[config.mk]
export PLATFORM = sky130hd
export DESIGN_NAME = gray_wptr_gen
export DESIGN_NICKNAME = d
export VERILOG_FILES = /design/src/rtl/gray_wptr_gen_bin2gray.sv /design/src/rtl/gray_wptr_gen.sv
export SDC_FILE = /design/constraint.sdc
export NUM_CORES = 1
export LEC_CHECK = 0
export ABC_CLOCK_PERIOD_IN_PS = 6100
export BUFFER_PORTS_ARGS = -buffer_cell sky130_fd_sc_hd__buf_4
export CORE_AREA = 2 2 39 41
export DETAILED_ROUTE_END_ITERATION = 6
export DIE_AREA = 0 0 41 43
export GPL_ROUTABILITY_DRIVEN = 0
export GPL_TIMING_DRIVEN = 0
export PLACE_DENSITY = 0.77
export RECOVER_POWER = 100
export SETUP_SLACK_MARGIN = 0.15
export SLEW_MARGIN = 20
export SYNTH_ARGS = -nofsm -noshare
export SYNTH_HDL_FRONTEND = slang
export SYNTH_SLANG_ARGS = --single-unit
export TNS_END_PERCENT = 100
[constraint.sdc]
create_clock -name clk_i -period 6.1 [get_ports clk_i]
set_clock_uncertainty 0.2 [all_clocks]
set_input_delay 1.22 -clock clk_i [delete_from_list [all_inputs] [get_ports clk_i]]
set_output_delay 1.22 -clock clk_i [all_outputs]
set_load 0.02 [all_outputs]
[src/rtl/gray_wptr_gen_bin2gray.sv]
// Combinational binary-to-Gray encoder.
module bin2gray #(
    parameter int DATA_WIDTH = 4
) (
    input  logic [DATA_WIDTH-1:0] bin_i,
    output logic [DATA_WIDTH-1:0] gray_o
);

    assign gray_o = bin_i ^ (bin_i >> 1);

endmodule

[src/rtl/gray_wptr_gen.sv]
// Async-FIFO write pointer: binary address, registered Gray pointer and full flag.
// Optional level output is enabled with `define GRAY_WPTR_LEVEL_EN.
module gray_wptr_gen #(
    parameter int ADDR_WIDTH = 4
) (
    input  logic                  clk_i,
    input  logic                  rst_n_i,
    input  logic                  flush_i,
    input  logic                  inc_i,
    input  logic [ADDR_WIDTH:0]   rptr_gray_i,
    output logic                  accept_o,
    output logic [ADDR_WIDTH-1:0] waddr_o,
    output logic [ADDR_WIDTH:0]   wptr_gray_o,
`ifdef GRAY_WPTR_LEVEL_EN
    output logic [ADDR_WIDTH:0]   level_o,
`endif
    output logic                  full_o
);

    localparam int PTR_WIDTH = ADDR_WIDTH + 1;

    logic [PTR_WIDTH-1:0] wbin_q, wbin_d, wbin_next;
    logic [PTR_WIDTH-1:0] wgray_q, wgray_d, wgray_next;
    logic                 full_q, full_d;
    logic [PTR_WIDTH-1:0] rptr_full_cmp;

    assign accept_o  = inc_i & ~full_q & ~flush_i;
    assign wbin_next = wbin_q + PTR_WIDTH'(accept_o);

    bin2gray #(
        .DATA_WIDTH(PTR_WIDTH)
    ) u_bin2gray (
        .bin_i  (wbin_next),
        .gray_o (wgray_next)
    );

    // Full when the write pointer is one lap ahead: top two Gray bits inverted.
    assign rptr_full_cmp = {~rptr_gray_i[ADDR_WIDTH:ADDR_WIDTH-1],
                            rptr_gray_i[ADDR_WIDTH-2:0]};

    always_comb begin
        wbin_d  = wbin_next;
        wgray_d = wgray_next;
        full_d  = (wgray_next == rptr_full_cmp);
        if (flush_i) begin
            wbin_d  = '0;
            wgray_d = '0;
            full_d  = 1'b0;
        end
    end

    always_ff @(posedge clk_i or negedge rst_n_i) begin
        if (!rst_n_i) begin
            wbin_q  <= '0;
            wgray_q <= '0;
            full_q  <= 1'b0;
        end else begin
            wbin_q  <= wbin_d;
            wgray_q <= wgray_d;
            full_q  <= full_d;
        end
    end

    assign waddr_o     = wbin_q[ADDR_WIDTH-1:0];
    assign wptr_gray_o = wgray_q;
    assign full_o      = full_q;

`ifdef GRAY_WPTR_LEVEL_EN
    logic [PTR_WIDTH-1:0] rbin;
    logic [PTR_WIDTH-1:0] level_q, level_d;

    always_comb begin
        rbin[PTR_WIDTH-1] = rptr_gray_i[PTR_WIDTH-1];
        for (int i = PTR_WIDTH - 2; i >= 0; i--) begin
            rbin[i] = rbin[i+1] ^ rptr_gray_i[i];
        end
    end

    always_comb begin
        level_d = wbin_next - rbin;
        if (flush_i) begin
            level_d = '0;
        end
    end

    always_ff @(posedge clk_i or negedge rst_n_i) begin
        if (!rst_n_i) begin
            level_q <= '0;
        end else begin
            level_q <= level_d;
        end
    end

    assign level_o = level_q;
`endif

endmodule

---- After elaboration in Yosys (flattened, before gate mapping) ----
Cells that the tools add are included.
word-level totals
  flip-flop bits (word level) ............. 11
  bits of input ports ..................... 9
  output and inout port bits .............. 11
  word-level logic and storage cells ...... 14
operators by class
  add/subtract/negate cells ............... 1
  equal/unequal tests ..................... 1
  mux-type cells .......................... 3
  bitwise operators ....................... 6
operator list
  kind         count
  $mux 5       2
  $add 5x1->5  1
  $eq 5x5->1   1
  $xor 5x4->5  1
  $and 1x1->1  2
  $not 1->1    2
  $not 2->2    1
  $mux 1       1

---- Depth between registers and ports, before layout ----
Gate-level depths: netlist of run 1.
  word-level depth ........................ 7
  gate-level depth with buffers ........... 9

---- Hierarchy ----
Synthesis of run 1 repeated with hierarchy kept, for this count alone.
second synthesis, totals
  cell total of the unflattened synthesis .. 46
  area total of the unflattened synthesis .. 548.0 um^2
by module, submodules not included
  module         times used  cells an instance  area an instance (um^2)  sequential area each (um^2)
  gray_wptr_gen  1           41                 505.5                    275.3
  bin2gray       1           5                  42.5                     0.0

---- Worst setup path before layout of run 1 ----
Ideal clock, no wire load.
  kind .................................... input port to flip-flop
  start point ............................. in flush_i
  end point ............................... reg full_q, in the netlist full_o
  setup time .............................. 0.082 ns
  arrival ................................. 3.792 ns
  data required time ...................... 5.818 ns
  slack ................................... 2.026 ns
  stages on the path ...................... 9
  cell sequence ........................... clkbuf_1 nor3b_1 ha_1 ha_1 buf_6 xor3_1 or3_1 a211o_1 a31oi_1
on the way
  cells in the longest elaborated chain, start to end .. 6
RTL lines
  element               RTL line                     RTL
  start, declared       gray_wptr_gen.sv:8           input logic flush_i,
  $not 1->1             gray_wptr_gen.sv:27          assign accept_o = inc_i & ~full_q & ~flush_i;
  $and 1x1->1           gray_wptr_gen.sv:27
  via accept_o          gray_wptr_gen.sv:11          output logic accept_o,
  $add 5x1->5           gray_wptr_gen.sv:28          assign wbin_next = wbin_q + PTR_WIDTH'(accept_o);
  $xor 5x4->5           gray_wptr_gen_bin2gray.sv:9  assign gray_o = bin_i ^ (bin_i >> 1);
  $eq 5x5->1            gray_wptr_gen.sv:44          full_d = (wgray_next == rptr_full_cmp);
  $mux 1                gray_wptr_gen.sv:45          if (flush_i) begin
  via full_d            gray_wptr_gen.sv:24          logic full_q, full_d;
  end signal, assigned  gray_wptr_gen.sv:60          full_q <= full_d;
  end, declared         gray_wptr_gen.sv:24
The timed path passes the listed nets, and every way through them passes these cells.

---- Worst setup path in the final report of run 1 ----
  start point ............................. in flush_i
  end point ............................... reg full_q, in the netlist full_o
on the way
  cells in the longest elaborated chain, start to end .. 6
RTL lines
  element      RTL line
  $not 1->1    gray_wptr_gen.sv:27
  $and 1x1->1  gray_wptr_gen.sv:27
  $add 5x1->5  gray_wptr_gen.sv:28
  $xor 5x4->5  gray_wptr_gen_bin2gray.sv:9
  $eq 5x5->1   gray_wptr_gen.sv:44
  $mux 1 (*)   gray_wptr_gen.sv:45
  via full_d   gray_wptr_gen.sv:24
Mark *: on every way through the listed nets, which the timed path passes. The rest lies on a longest branch.

==> results_dict.tcl, run 1 <==
set metrics [dict create \
    nets 99 \
    setup_viol 0 \
    htree_levels 1 \
    crit_family "simple AND/OR/NAND/NOR gates" \
    clk_latency_ps 270 \
    cts_buffers 3 \
    drc 0 \
    fin_hold_ws_ps 483 \
    synth_cell_types 30 \
    synth_compound_area_share_pct 6.84 \
    synth_xor_area_share_pct 17.7 \
    antenna_found_initial 0 \
    initial_core_util_pct 47.6 \
    dieWidth_microns 41 \
    crit_arrival_ps 3880 \
    cts-root-buf "clkbuf_4" \
    p_total_mw 0.152 \
    stdcell_count 103 \
    worstMarginPinSlew_ps 546 \
    syn2layout_area_growth_pct 22.2 \
    first_global_vias 482 \
    worstHoldPathType "reg -> reg" \
    netlist_area_sq_um 658 \
    finalSetupTns_ps 0 \
    worst_ir_drop_vdd_mv 0.137 \
    path_cells "clkbuf_4 -> clkbuf_1 -> nor3b_1 -> ha_1 -> ha_1 -> clkbuf_1 -> xor3_1 -> or3_1 -> a211o_1 -> a31oi_1" \
    num_antenna_cells 0 \
    slowest_delay_ps 490 \
    power.share.switching_pct 24.6 \
    multi_input_area_sq_um 372 \
    cts_buffer_depth 2 \
    cts_hold_buffers 0 \
    synthAdderAreaFrac_pct 3.80 \
    dp_hpwl_microns 892 \
    avgSynthCellArea_sq_um 10.3 \
    period_minus_slack_ps 3880 \
    fin_crit_sh_pct 63.6 \
    totalWireLength_mm 1.19 \
    startpoint_type "input port" \
    final_cell_mix "clkbuf_1, dfrtp_1, buf_4" \
    leakagePower_nw 0.370 \
    rows 14 \
    antenna_left 0 \
    required_ps 6090 \
    crit_path_end_kind "flip-flop" \
    die-area_sq_um 1760 \
    switching_power_mw 0.0375 \
    critical_path_class "in -> reg" \
    wl_per_cell_microns 11.6 \
    track_usage_pct 17.5 \
    drtIter0Drc 8 \
    synth_warnings 0 \
    cts_resized 0 \
    synth_nets 75 \
    postSynthCellCount 64 \
    ff_latch_area_sq_um 250 \
    muxShareOfSynthArea_pct 6.27 \
    slew_viol_final 0 \
    critPathBufInv 3 \
    grt_start_max_net_pins 11 \
    synth_top_family_by_area "simple AND/OR/NAND/NOR gates" \
    power_density_nw_per_um2 189 \
    drtPass1Iterations 4 \
    status "finished clean" \
    tritoncts "built" \
    dieHeight_microns 43 \
    fin_area_sq_um 805 \
    drive_above_1_share_pct 18.4 \
    hold_viol_final 0 \
    mostFrequentLayoutCell "clkbuf_1" \
    synth-seq-cells 10 \
    fill_cells 141 \
    r2r_setup_slack_ps 3180 \
    rsz0062_at_grt "false" \
    max-cap-violations 0 \
    slew_headroom_pct 63.6 \
    overflow 0 \
    clock_power_share_pct 39.7 \
    synth-simple-area-share_pct 21.9 \
    slowest_stage "xor3_1" \
    core-area_sq_um 1380 \
    internal_power_mw 0.115 \
    synth-seq-area-share_pct 38.0 \
    crit_fanout 10 \
    dp_cells 99 \
    path_clk_slew_ps 70 \
    cts_sinks 10 \
    io_pins 20 \
    power_frac_seq_pct 45.5 \
    cts_setup_buffers 0 \
    portBuffers 19 \
    routed_via_density 5.13 \
    max_freq_mhz 258 \
    vias 528 \
    placed_area_sq_um 821 \
    pwr-share-comb_pct 14.8 \
    grt_pass1_wl_mm 2.06 \
]
==> sequential cells by signal, summed over array words and instances (netlist names) <==
signal,count
full_o,1
wptr_gray_o,4
wbin_q,5
==> kinds of logic after synthesis <==
logic type               after synthesis
buffers and inverters                  6
XOR/XNOR                              10
adder cells (fa/ha/maj)                2
AO/OA/AOI/OAI                          7
flip-flops                            10
AND/OR/NAND/NOR                       25
multiplexers                           4
==> cell type report <==
type | count | share of cell area [%]
plain buffers | 5 | 3.11
clock buffers | 4 | 4.51
inverters | 1 | 0.467
multi-input cells | 48 | 46.2
flip-flops and latches | 10 | 31.1
well taps | 16 | 2.49
repair buffers | 19 | 12.1
==> synthesized netlist by cell type <==
library cell / count / area [sq um]
clkbuf_1: 1 / 3.75
nand3b_1: 1 / 7.51
buf_6: 1 / 11.3
mux2_2: 1 / 11.3
ha_1: 2 / 25.0
nand3_1: 4 / 20.0
nor2_1: 5 / 18.8
nor2b_1: 2 / 12.5
nand2_1: 2 / 7.51
xor3_1: 1 / 23.8
inv_1: 1 / 3.75
dfrtp_1: 10 / 250
buf_4: 1 / 7.51
a21oi_1: 2 / 10.0
xor2_1: 5 / 43.8
and4_1: 1 / 8.76
mux2i_1: 3 / 30.0
nor3_1: 2 / 10.0
or3_1: 1 / 6.26
nor3b_1: 4 / 30.0
buf_2: 2 / 10.0
xnor2_1: 3 / 26.3
a31oi_1: 1 / 6.26
o21ai_0: 1 / 5.00
a21boi_0: 2 / 15.0
nor4bb_1: 1 / 10.0
or2_2: 1 / 6.26
xnor3_1: 1 / 22.5
and2_1: 1 / 6.26
a211o_1: 1 / 8.76
==> routing by layer <==
layer	global-route usage, %	wire, microns	vias up
li1	-	-	267
met1	22.2	540	240
met2	25.6	568	19
met3	4.71	71	2
met4	10.0	14	0
met5	0	0	-
==> power by group through the flow <==
stage	combinational [mW]	clock [mW]	sequential, mW
detailed placement	0.0251	0	0.0706
floorplan	0.0114	0	0.0731
global route	0.0258	0.0672	0.0695
CTS	0.0251	0.0637	0.0693
finish	0.0225	0.0605	0.0693
global placement	0.0247	0	0.0705
==> tightest hold or removal path: cells and delay by family (launching register included) <==
kind                      cells  cell delay [ps]
xor gates and xnor gates      1               70
buffers and inverters         1              150
DFF                           1              340
and+or+nand+nor               1               80
==> worst paths after layout <==
kind,start,endpoint,depth (start not counted)
min,wbin_q[4]$_DFF_PN0_,wbin_q[4]$_DFF_PN0_,3
max,flush_i,full_o$_DFF_PN0_,10
max reg2reg,full_o$_DFF_PN0_,full_o$_DFF_PN0_,8
min in group asynchronous,rst_n_i,wptr_gray_o[2]$_DFF_PN0_,1
max in group asynchronous,rst_n_i,full_o$_DFF_PN0_,1
min reg2reg,wbin_q[4]$_DFF_PN0_,wbin_q[4]$_DFF_PN0_,3
==> stage by stage <==
step	utilization [%]	worst slack, ps
floorplan	-	2030
global placement	59.3	2160
detailed placement	59.3	2110
CTS	61.9	2390
global route	58.1	1960
finish	58.1	2220
No activity file was read; power rests on OpenSTA's default activity.
==> inputs of run 2 (changes only) <==
--- a/config.mk
+++ b/config.mk
@@ -5,14 +5,14 @@
 export SDC_FILE = /design/constraint.sdc
 export NUM_CORES = 1
 export LEC_CHECK = 0
-export ABC_CLOCK_PERIOD_IN_PS = 6100
+export ABC_CLOCK_PERIOD_IN_PS = 3600
 export BUFFER_PORTS_ARGS = -buffer_cell sky130_fd_sc_hd__buf_4
-export CORE_AREA = 2 2 39 41
+export CORE_MARGIN = 2
+export CORE_UTILIZATION = 48
 export DETAILED_ROUTE_END_ITERATION = 6
-export DIE_AREA = 0 0 41 43
 export GPL_ROUTABILITY_DRIVEN = 0
 export GPL_TIMING_DRIVEN = 0
-export PLACE_DENSITY = 0.77
+export PLACE_DENSITY = 0.75
 export RECOVER_POWER = 100
 export SETUP_SLACK_MARGIN = 0.15
 export SLEW_MARGIN = 20
==> constraint.sdc (replaced) <==
create_clock -name clk_i -period 3.6 [get_ports clk_i]
set_clock_uncertainty 0.2 [all_clocks]
set_input_delay 0.72 -clock clk_i [delete_from_list [all_inputs] [get_ports clk_i]]
set_output_delay 0.72 -clock clk_i [all_outputs]
set_load 0.02 [all_outputs]
==> run 2 against run 1 <==
  * Worst hold slack worse by 290 ps
  * Die area decreased by 4.5%
  * Sequential share of layout area is 0.24 points lower
  * Register-to-register slack got worse by 2300 ps
  * Routed wire length rose by 2.7%
  * Setup slack worse by 1800 ps
  * Combinational power increased by 69%
  * First-iteration DRC count decreased by 63%
  * Sequential cell count is the same
  * Largest power group unchanged
==> results_dict.tcl, run 2 (synthesis results as in run 1) <==
set metrics [dict create \
    r2r_setup_slack_ps 850 \
    wl_per_cell_microns 12.0 \
    dieWidth_microns 41.0 \
    pwr-share-comb_pct 14.6 \
    grt_start_max_net_pins 11 \
    rsz0062_at_grt "false" \
    cts_buffers 3 \
    critical_path.startpoint "flush_i" \
    clk_latency_ps 280 \
    startpoint_type "input port" \
    cts_sinks 10 \
    antenna_found_initial 0 \
    worstMarginPinSlew_ps 542 \
    fin_hold_ws_ps 192 \
    hold_viol_final 0 \
    mostFrequentLayoutCell "clkbuf_1" \
    path_cells "clkbuf_4 -> clkbuf_1 -> nor3b_1 -> ha_1 -> ha_1 -> buf_6 -> xor3_1 -> or3_1 -> a211o_1 -> a31oi_1" \
    crit_fanout 10 \
    antenna_left 0 \
    r2r-start "full_o$_DFF_PN0_" \
    max-cap-violations 0 \
    cts_setup_buffers 0 \
    slowest_stage "xor3_1" \
    track_usage_pct 19.2 \
    die-area_sq_um 1680 \
    grt_pass1_wl_mm 2.01 \
    required_ps 3600 \
    power_frac_seq_pct 45.2 \
    slowest_delay_ps 410 \
    drc 0 \
    drtIter0Drc 3 \
    internal_power_mw 0.195 \
    drtPass1Iterations 3 \
    portBuffers 19 \
    cts-root-buf "clkbuf_4" \
    power.share.switching_pct 25.0 \
    core-area_sq_um 1280 \
    cp_common_cell "ha_1" \
    crit_arrival_ps 3210 \
    syn2layout_area_growth_pct 23.2 \
    worst_ir_drop_vdd_mv 0.280 \
    status "finished clean" \
    cts_resized 0 \
    slew_headroom_pct 63.9 \
    r2r-end "full_o$_DFF_PN0_" \
    r2r_cells 8 \
    setup_viol 0 \
    max_freq_mhz 311 \
    clock_power_share_pct 40.2 \
    fin_crit_sh_pct 89.2 \
    critical_path_class "in -> reg" \
    finalSetupTns_ps 0 \
    drive_above_1_share_pct 19.5 \
    path_clk_slew_ps 70 \
    top_register "wbin_q" \
    largest_register_ff_count 5 \
    leakagePower_nw 0.375 \
    overflow 0 \
    nets 99 \
    totalWireLength_mm 1.23 \
    initial_core_util_pct 51.2 \
    num_antenna_cells 0 \
    fill_cells 129 \
    first_global_vias 466 \
    final_cell_mix "clkbuf_1, dfrtp_1, buf_4" \
    endpoint "full_o$_DFF_PN0_" \
    routed_via_density 4.98 \
    worstHoldPathType "in -> async" \
    period_minus_slack_ps 3210 \
    dp_cells 98 \
    cts_hold_buffers 0 \
    crit_path_end_kind "flip-flop" \
    dieHeight_microns 41.0 \
    cts_buffer_depth 2 \
    htree_levels 1 \
    stdcell_count 102 \
    vias 508 \
    power_density_nw_per_um2 320 \
    slew_viol_final 0 \
    switching_power_mw 0.0650 \
    tritoncts "built" \
    dp_hpwl_microns 926 \
    rows 13 \
    io_pins 20 \
]
run 2: worst max-delay path, delay by kind of cell:
family          cells  cell delay [ps]
fa+ha+maj           2              470
compound gates      2              470
simple gates        2              680
xor+xnor            1              410
buf+inv             3              450
run 2: area by class of cell:
type,instances,area (sq um),share of cell area (%)
multi-input combinational,48,372,45.8
sequential,10,250,30.9
timing repair buffer,19,97.6,12.0
clock buffer,4,36.3,4.48
buffer,5,32.5,4.01
tap,15,18.8,2.31
inverter,1,3.75,0.463
run 2: worst min-delay path by stage:
| stage | startpoint | to | slack, ps | cells after the start |
|---|---|---|---|---|
| after floorplan | rst_n_i | full_o$_DFF_PN0_ | 220 | 0 |
| after global placement | rst_n_i | wptr_gray_o[2]$_DFF_PN0_ | 350 | 1 |
| after detailed placement | rst_n_i | wptr_gray_o[2]$_DFF_PN0_ | 360 | 1 |
| after CTS | rst_n_i | wptr_gray_o[3]$_DFF_PN0_ | 70 | 1 |
| after global routing | rst_n_i | wptr_gray_o[2]$_DFF_PN0_ | 260 | 1 |
| final | rst_n_i | wptr_gray_o[3]$_DFF_PN0_ | 190 | 1 |
run 2: stage by stage:
stage          power (mW)  area, sq um  worst slack, ps  util [%]
6_report            0.260          811              390      63.1
5_1_grt             0.270          811              123      63.1
4_1_cts             0.265          861              445      67.0
3_5_place_dp        0.162          825              191      64.2
3_3_place_gp        0.162          825              201      64.2
2_1_floorplan       0.143          663              287         -
run 2: layer usage:
| layer | global-route usage [%] | part of all wire, % |
|---|---|---|
| met4 | 7.50 | 1.7 |
| met3 | 3.26 | 7.3 |
| met1 | 22.5 | 42 |
| met5 | 0 | 0 |
| met2 | 34.0 | 49 |
run 2: power groups by stage:
stage | clock network, mW | logic (mW) | registers, mW
final | 0.104 | 0.0380 | 0.117
after global routing | 0.109 | 0.0423 | 0.118
after CTS | 0.105 | 0.0431 | 0.117
after detailed placement | 0 | 0.0427 | 0.120
after global placement | 0 | 0.0421 | 0.120
after floorplan | 0 | 0.0196 | 0.124
